`src/rtl/grf_pkg.sv`:
```
// Shared types and constants for the GRF write-port arbiter and its secondary writeback FIFO.
package grf_pkg;
  localparam int REG_W  = 5;
  localparam int DATA_W = 32;
  localparam logic [REG_W-1:0] REG_ZERO = 5'd0;
  localparam logic [REG_W-1:0] REG_RA   = 5'd31;

  typedef struct packed {
    logic [REG_W-1:0]  addr;
    logic [DATA_W-1:0] data;
  } wb_entry_t;

  function automatic logic [31:0] reg_onehot(input logic [REG_W-1:0] r);
    return 32'd1 << r;
  endfunction
endpackage

```
`src/rtl/grf_wb_fifo.sv`:
```
// DEPTH-entry synchronous FIFO of secondary writebacks; exposes per-slot valid bits and contents
// so the owner can build a pending-register mask. Caller must not push when full or pop when empty.
module grf_wb_fifo
  import grf_pkg::*;
#(
  parameter int DEPTH = 4
) (
  input  logic                  clk,
  input  logic                  reset,
  input  logic                  push,
  input  wb_entry_t             push_entry,
  input  logic                  pop,
  output logic                  full,
  output logic                  empty,
  output wb_entry_t             head,
  output logic [DEPTH-1:0]      vld,
  output wb_entry_t [DEPTH-1:0] entries
);
  localparam int PW = $clog2(DEPTH);

  wb_entry_t [DEPTH-1:0] mem_q;
  logic [PW-1:0]         wr_ptr_q;
  logic [PW-1:0]         rd_ptr_q;
  logic [DEPTH-1:0]      vld_q;
  logic [DEPTH-1:0]      vld_n;

  // Push and pop never hit the same slot: that would need the FIFO to be both full and non-full.
  always_comb begin
    vld_n = vld_q;
    if (pop)  vld_n[rd_ptr_q] = 1'b0;
    if (push) vld_n[wr_ptr_q] = 1'b1;
  end

  always_ff @(posedge clk) begin
    if (reset) begin
      wr_ptr_q <= '0;
      rd_ptr_q <= '0;
      vld_q    <= '0;
    end else begin
      vld_q <= vld_n;
      if (push) wr_ptr_q <= wr_ptr_q + 1'b1;
      if (pop)  rd_ptr_q <= rd_ptr_q + 1'b1;
    end
  end

  always_ff @(posedge clk) begin
    if (push) mem_q[wr_ptr_q] <= push_entry;
  end

  assign full    = &vld_q;
  assign empty   = ~|vld_q;
  assign head    = mem_q[rd_ptr_q];
  assign vld     = vld_q;
  assign entries = mem_q;
endmodule

```
`src/rtl/grf_wport_arb.sv`:
```
// GRF write-port arbiter: W stage has fixed priority, secondary writes queue and drain in W-idle cycles.
// Define GRF_WB_BYPASS_EN to let a secondary write go straight to the port when W is idle and the queue is empty.
module grf_wport_arb
  import grf_pkg::*;
#(
  parameter int DEPTH      = 4,
  parameter int STARVE_MAX = 8
) (
  input  logic              clk,
  input  logic              reset,
  input  logic              w_we,
  input  logic [REG_W-1:0]  w_addr,
  input  logic [DATA_W-1:0] w_data,
  input  logic              b_valid,
  output logic              b_ready,
  input  logic [REG_W-1:0]  b_addr,
  input  logic [DATA_W-1:0] b_data,
  output logic              grf_we,
  output logic [REG_W-1:0]  grf_wa,
  output logic [DATA_W-1:0] grf_wd,
  output logic [31:0]       pend_mask,
  output logic              stall_req,
  output logic              waw_err
);
  localparam int CW = $clog2(STARVE_MAX + 1);
  localparam logic [CW-1:0] CNT_LAST = CW'(STARVE_MAX - 1);

  logic                  w_act;
  logic                  full;
  logic                  empty;
  logic                  push;
  logic                  pop;
  logic                  bypass;
  logic                  starve_hit;
  logic [CW-1:0]         starve_cnt;
  wb_entry_t             head;
  wb_entry_t             b_entry;
  logic [DEPTH-1:0]      vld;
  wb_entry_t [DEPTH-1:0] entries;

  // A write to $0 is a no-op, so such a W cycle counts as idle.
  assign w_act   = w_we && (w_addr != REG_ZERO);
  assign b_ready = !reset && !full;

`ifdef GRF_WB_BYPASS_EN
  assign bypass = !reset && !w_act && empty && b_valid && (b_addr != REG_ZERO);
`else
  assign bypass = 1'b0;
`endif

  assign push         = b_valid && b_ready && (b_addr != REG_ZERO) && !bypass;
  assign pop          = !reset && !w_act && !empty;
  assign b_entry.addr = b_addr;
  assign b_entry.data = b_data;

  grf_wb_fifo #(.DEPTH(DEPTH)) u_fifo (
    .clk        (clk),
    .reset      (reset),
    .push       (push),
    .push_entry (b_entry),
    .pop        (pop),
    .full       (full),
    .empty      (empty),
    .head       (head),
    .vld        (vld),
    .entries    (entries)
  );

  always_comb begin
    grf_we = 1'b0;
    grf_wa = '0;
    grf_wd = '0;
    if (!reset) begin
      if (w_act) begin
        grf_we = 1'b1;
        grf_wa = w_addr;
        grf_wd = w_data;
      end else if (!empty) begin
        grf_we = 1'b1;
        grf_wa = head.addr;
        grf_wd = head.data;
      end else if (bypass) begin
        grf_we = 1'b1;
        grf_wa = b_addr;
        grf_wd = b_data;
      end
    end
  end

  always_comb begin
    pend_mask = '0;
    for (int i = 0; i < DEPTH; i++) begin
      if (vld[i]) pend_mask = pend_mask | reg_onehot(entries[i].addr);
    end
  end

  // Counter saturates at its last value; stall_req is sticky until the head finally drains.
  assign starve_hit = w_act && !empty && (starve_cnt == CNT_LAST);

  always_ff @(posedge clk) begin
    if (reset) begin
      starve_cnt <= '0;
      stall_req  <= 1'b0;
      waw_err    <= 1'b0;
    end else begin
      waw_err <= w_act && pend_mask[w_addr];
      if (pop || empty)              starve_cnt <= '0;
      else if (w_act && !starve_hit) starve_cnt <= starve_cnt + 1'b1;
      if (pop)             stall_req <= 1'b0;
      else if (starve_hit) stall_req <= 1'b1;
    end
  end
endmodule

```
`config.mk`:
```
export PLATFORM = sky130hd
export DESIGN_NAME = grf_wport_arb
export DESIGN_NICKNAME = d
export VERILOG_FILES = /design/src/rtl/grf_pkg.sv /design/src/rtl/grf_wb_fifo.sv /design/src/rtl/grf_wport_arb.sv
export SDC_FILE = /design/constraint.sdc
export NUM_CORES = 1
export LEC_CHECK = 0
export ABC_CLOCK_PERIOD_IN_PS = 4750
export CAP_MARGIN = 40
export CORE_ASPECT_RATIO = 0.6
export CORE_MARGIN = 2
export CORE_UTILIZATION = 40
export CTS_CLUSTER_SIZE = 14
export DETAILED_ROUTE_END_ITERATION = 10
export SKIP_LAST_GASP = 1
export SLEW_MARGIN = 40
export SYNTH_ARGS = -nofsm -noshare
export SYNTH_HDL_FRONTEND = slang
export SYNTH_HIERARCHICAL = 1
export SYNTH_SLANG_ARGS = --single-unit
export TNS_END_PERCENT = 1
```
`constraint.sdc`:
```
create_clock -name clk -period 4.75 [get_ports clk]
set_input_delay 1.425 -clock clk [delete_from_list [all_inputs] [get_ports clk]]
set_output_delay 1.425 -clock clk [all_outputs]
set_load 0.02 [all_outputs]
```
Word level (Yosys, flattened, before mapping)
Cells that the tools add are included.
W data, S select, Z words.
{"block": "word_totals", "input_bits": 78, "wordCells": 83, "reg_bits": 162}
{"block": "classes", "n_reduce_logical": 24, "order_cmp": 5, "n_addsub": 3, "muxes": 26, "bitwise": 6, "n_eq_ne": 1, "shifts": 4}
{"cell": "$mux W32", "count": 7}
{"cell": "$bwmux W148", "count": 1}
{"cell": "$shl A1 B5 Y32 const A", "count": 4}
{"cell": "$or A32 B32 Y32", "count": 3}
{"cell": "$bmux W37 S2", "count": 1}
{"cell": "$demux W37 S2", "count": 1}
{"cell": "$mux W37", "count": 2}
{"cell": "$mux W5", "count": 3}
{"cell": "$logic_and A1 B1 Y1", "count": 12}
{"cell": "$reduce_bool A5 Y1", "count": 2}
{"cell": "$mux W4", "count": 2}
{"cell": "$lt A2 B3 Y1 const B", "count": 2}
{"cell": "$lt A5 B6 Y1 const B", "count": 1}
{"cell": "$mux W1", "count": 6}
{"cell": "$bmux W1 S5", "count": 1}
{"cell": "$logic_not A1 Y1", "count": 5}
{"cell": "$add A2 B1 Y2 const B", "count": 2}
{"cell": "$add A4 B1 Y4 const B", "count": 1}
{"cell": "$and A4 B4 Y4", "count": 1}
{"cell": "$demux W1 S2", "count": 2}
{"cell": "$eq A4 B3 Y1 const B", "count": 1}
{"cell": "$ge A2 B1 Y1 const B", "count": 2}
{"cell": "$not A4 Y4", "count": 1}
{"cell": "$or A4 B4 Y4", "count": 1}
{"cell": "4 further kinds", "count": 5}

Depth between registers and ports, before layout
Gate-level depths: netlist (run 1).
{"block": "logic_depth", "depth_word": 11, "mapped_depth": 9}

By module
Netlist (run 1), hierarchy kept.
{"module": "grf_wb_fifo", "cells_each": 235, "area_each_um2": 5770.5, "instances": 1}
{"module": "grf_wport_arb", "cells_each": 326, "area_each_um2": 2262.2, "instances": 1}

Least setup slack after synthesis (run 1)
Ideal clock, no wire load.
{"block": "synth_path", "path_type": "in2out", "startpoint": "in w_addr[0]", "endpoint": "out grf_wd[10]", "arrival_time_ns": 2.958, "path_slack_ns": 0.367, "t_required_ns": 3.325, "path_stages": 7, "path_cell_list": "clkbuf_1 -> nor3_1 -> nand2_1 -> o21a_1 -> nor3_2 -> clkbuf_1 -> a22o_1"}
{"block": "synth_via", "elab_chain_len": 4}
{"item": "start, declared", "line": "grf_wport_arb.sv:12", "text": "input logic [REG_W-1:0] w_addr,"}
{"item": "$reduce_bool A5 Y1", "line": "grf_wport_arb.sv:42", "text": "assign w_act = w_we && (w_addr != REG_ZERO);"}
{"item": "$logic_and A1 B1 Y1", "line": "grf_wport_arb.sv:42"}
{"item": "$mux W32", "line": "grf_wport_arb.sv:74", "text": "if (w_act) begin"}
{"item": "$mux W32", "line": "grf_wport_arb.sv:73", "text": "if (!reset) begin"}
{"item": "end, declared", "line": "grf_wport_arb.sv:20", "text": "output logic [DATA_W-1:0] grf_wd,"}
No other way between the ends.

Final worst setup path (run 1)
{"block": "layout_path", "startpoint": "in w_addr[3]", "endpoint": "out grf_wd[19]"}
Same word-level chain as after synthesis.

==> impl_metrics.csv, run 1 <==
group,metric,value,unit
route,dr.pass1.iters,8,
layout,final_nets,816,
yosys,syn_nets,648,
global_routing,grtUsageMet2,31.57,%
global_routing,use_met1,36.22,%
yosys,synthesis.area_per_instance,14.32,um^2
worst_setup_path,worstPathMaxFanout,17,
global_routing,grt_pass1_wl,36730,um
yosys,synthAdderAreaFrac,1.402,%
placed_design,place.gp.congestion,0.9042,
floorplanning,ios,151,
sta,worst_slew_margin_rel,42.12,%
layout,final_cell_area,10700,um^2
global_routing,busiest_layer,"met1",
yosys,syn_inst,561,
layout,drive_above_1_share,20.00,%
sta,finalSetupViolCount,35,
worst_setup_path,worstSetupEndpointType,"output port",
sta,hold_viol,0,
clocking,cts_tree,"yes",
sta,setup-tns-final,-2.194,ns
sta,setup_ws,-0.08372,ns
layout,area_growth,33.21,%
yosys,ys_seq_area_share,58.82,%
global_routing,grt-ovfl-total,0,
pwr,powerDensity,312.9,nW/um^2
sta,tightest_slew,0.8603,ns
worst_setup_path,ff2ff_setup_slack,1.91,ns
pwr,p_total,3.348,mW
worst_setup_path,cp.arrival,3.41,ns
route,drc,0,
floorplanning,dieHeight,113.8,um
layout,final_core_util,53.85,%
yosys,synth-compound-area-share,12.83,%
placed_design,io_buffer_count,150,
global_routing,met3_usage,8.677,%
route,antenna_left,0,
route,num_vias,5998,
yosys,yosysUniqueCellTypes,69,
worst_setup_path,r2r_start,"u_fifo/entries[108]",
sta,rsz0062_at_grt,"true",
yosys,synth-simple-area-share,12.77,%
placed_design,pre_cts_slack,-0.4298,ns
global_routing,antenna_found_initial,1,
global_routing,grt_pass1_vias,5941,
yosys,synth_top_flop_cell,"edfxtp_1",
sta,final_max_slew_viol_count,0,
worst_setup_path,crit_start,"w_addr[3]",
floorplanning,start_util,40.43,%
sta,finClkSkew,0.01845,ns
yosys,synth.area.mux_share,11.15,%
yosys,synth_edf_count,148,
yosys,synth_top_family_by_area,"compound AO/OA/AOI/OAI gates",
min_path,min_path_type,"register to register",
global_routing,grt_max_degree,34,
worst_setup_path,r2r_cells,7,
clocking,root_buffer,"clkbuf_16",
floorplanning,die_width,186.9,um
placed_design,dp_hpwl,17700,um
sta,fmax,206.9,MHz
floorplanning,die-area,21270,um^2
worst_setup_path,worstPathRequired,3.32,ns
sta,min_period,4.834,ns
yosys,yosys_warnings,6,
flow_run,drv_cap,0,
yosys,syn-cell-area,8033,um^2
floorplanning,coreArea,19870,um^2
worst_setup_path,worst-setup-path-type,"input port to output port",
sta,timing.final.crit_share,101.8,%
clocking,htreeDepth,4,
route,drtIter0Drc,548,
worst_setup_path,r2r-end,"waw_err",
clocking,numCtsBuffers,17,
route,post_drt_wl_per_cell,23.86,um
status,violations,"setup timing",
status,run_status,"finished with violations",
yosys,async_reset_ff_share,0,%
clocking,cts.sink_count,162,
yosys,synth_seq_cells,162,
clocking,clockBufferDepth,2,
clocking,clkLatencyLatePin,0.42,ns
pwr,p_leak,3.552,nW
pwr,peakVddDrop,0.0002135,V
worst_setup_path,startpoint_type,"input port",
placed_design,place_area,10020,um^2
route,detail_route.vias_per_cell,5.915,
clocking,clkTransAtPathRegs,0.07,ns
worst_setup_path,crit_end,"grf_wd[19]",
yosys,synth_xor_area_share,0.3271,%
floorplanning,placementRows,40,
global_routing,track_usage,23.49,%
route,wirelength,24200,um
## worst min path at each step
| stage | slack, ns | start | cells past startpoint | endpoint |
|---|---|---|---|---|
| 2_1_floorplan | 0.45 | starve_cnt[3] | 2 | starve_cnt[3] |
| 3_3_place_gp | 0.46 | starve_cnt[3] | 2 | starve_cnt[3] |
| 3_5_place_dp | 0.49 | stall_req | 2 | stall_req |
| 4_1_cts | 0.50 | stall_req | 2 | stall_req |
| 5_1_grt | 0.53 | stall_req | 2 | stall_req |
| 6_report | 0.50 | stall_req | 2 | stall_req |
## state kept, by name, summed over array words and instances (netlist names)
register	flops
u_fifo/entries	148
starve_cnt	4
u_fifo/vld	4
u_fifo/rd_ptr_q	2
u_fifo/wr_ptr_q	2
stall_req	1
waw_err	1
## report_power, final
part	switching (mW)	leakage [nW]	internal, mW	total, mW
registers	0.0204	1.46	1.59	1.61
logic	0.169	1.81	0.175	0.344
clock network	0.564	0.281	0.832	1.40
## cell type report
type                       count  area, um^2
sequential                   162        4727
multi-input combinational    357        3118
clock inverter                13       175.2
tap                          273       341.6
timing repair buffer         182        1877
inverter                       9       33.78
antenna                        1       2.502
clock buffer                  17       425.4
fill                        1671        9169
## logic make-up (layout without fill, tap and decap cells)
kind of cell	after synthesis	after routing
AO/OA/AOI/OAI	132	132
flip-flops	162	162
other	0	1
adder cells (fa/ha/maj)	9	9
XOR/XNOR	3	3
buffers and inverters	42	221
AND/OR/NAND/NOR	170	170
multiplexers	43	43
## per-layer routing
layer | part of all wire, % | up-vias
li1 | - | 2665
met1 | 49 | 3018
met2 | 40 | 298
met3 | 10 | 17
met4 | 0.58 | 0
met5 | 0 | -
## cells in the mapped netlist, drive strengths merged, types with 12 or more instances
master | n | area [um^2]
edfxtp | 148 | 4444
nor2 | 40 | 150.1
mux4 | 37 | 833.3
a22o | 34 | 297.8
o22ai | 29 | 193.9
nand2 | 22 | 82.58
buf | 21 | 137.6
dfxtp | 14 | 280.3
a21oi | 13 | 65.06
clkbuf | 12 | 45.04
nor3 | 12 | 65.06
or2 | 12 | 75.07
## metrics by stage
| stage | hold WS (ns) | std cells |
|---|---|---|
| 2_1_floorplan | 0.4537 | 561 |
| 3_3_place_gp | 0.4608 | 979 |
| 3_5_place_dp | 0.4877 | 979 |
| 4_1_cts | 0.4967 | 1013 |
| 5_1_grt | 0.5276 | 1013 |
| 6_report | 0.4962 | 1014 |
## worst max-delay path, stage by stage
cell	delay (ns)
clkdlybuf4s50_1	0.44
nor3_2	0.22
nand2_1	0.13
o21a_1	0.24
nor3_4	0.19
buf_4	0.17
buf_16	0.16
a22o_1	0.16
clkdlybuf4s15_2	0.26
## timing repair
action,CTS,global route
gates cloned,1,0
pin swaps,2,0
gates resized for setup,82,1
endpoints found under the hold margin,0,0
buffers inserted,3,0
hold buffers,0,0
setup endpoints to repair,37,38
## cells in the final DEF, fill, tap and decap left out, types with 13 or more instances in the layout
master           count
edfxtp_1           148
clkdlybuf4s50_1    117
nor2_1              39
mux4_2              37
a22o_1              34
o22ai_1             27
buf_4               23
nand2_1             22
clkbuf_16           17
clkdlybuf4s15_1     17
clkdlybuf4s15_2     14
a21oi_1             13
Note: power is estimated with default switching activity, not from simulation.
==> inputs of run 2 (changes only) <==
- CTS_CLUSTER_SIZE: 14 -> 25
==> results of run 2 <==
Final layout, timing and power as in run 1 (identical DEF).
==> inputs of run 3 (changes only) <==
- HOLD_SLACK_MARGIN: default -> 0.1
==> results of run 3 <==
Final layout, timing and power as in run 1 (identical DEF).
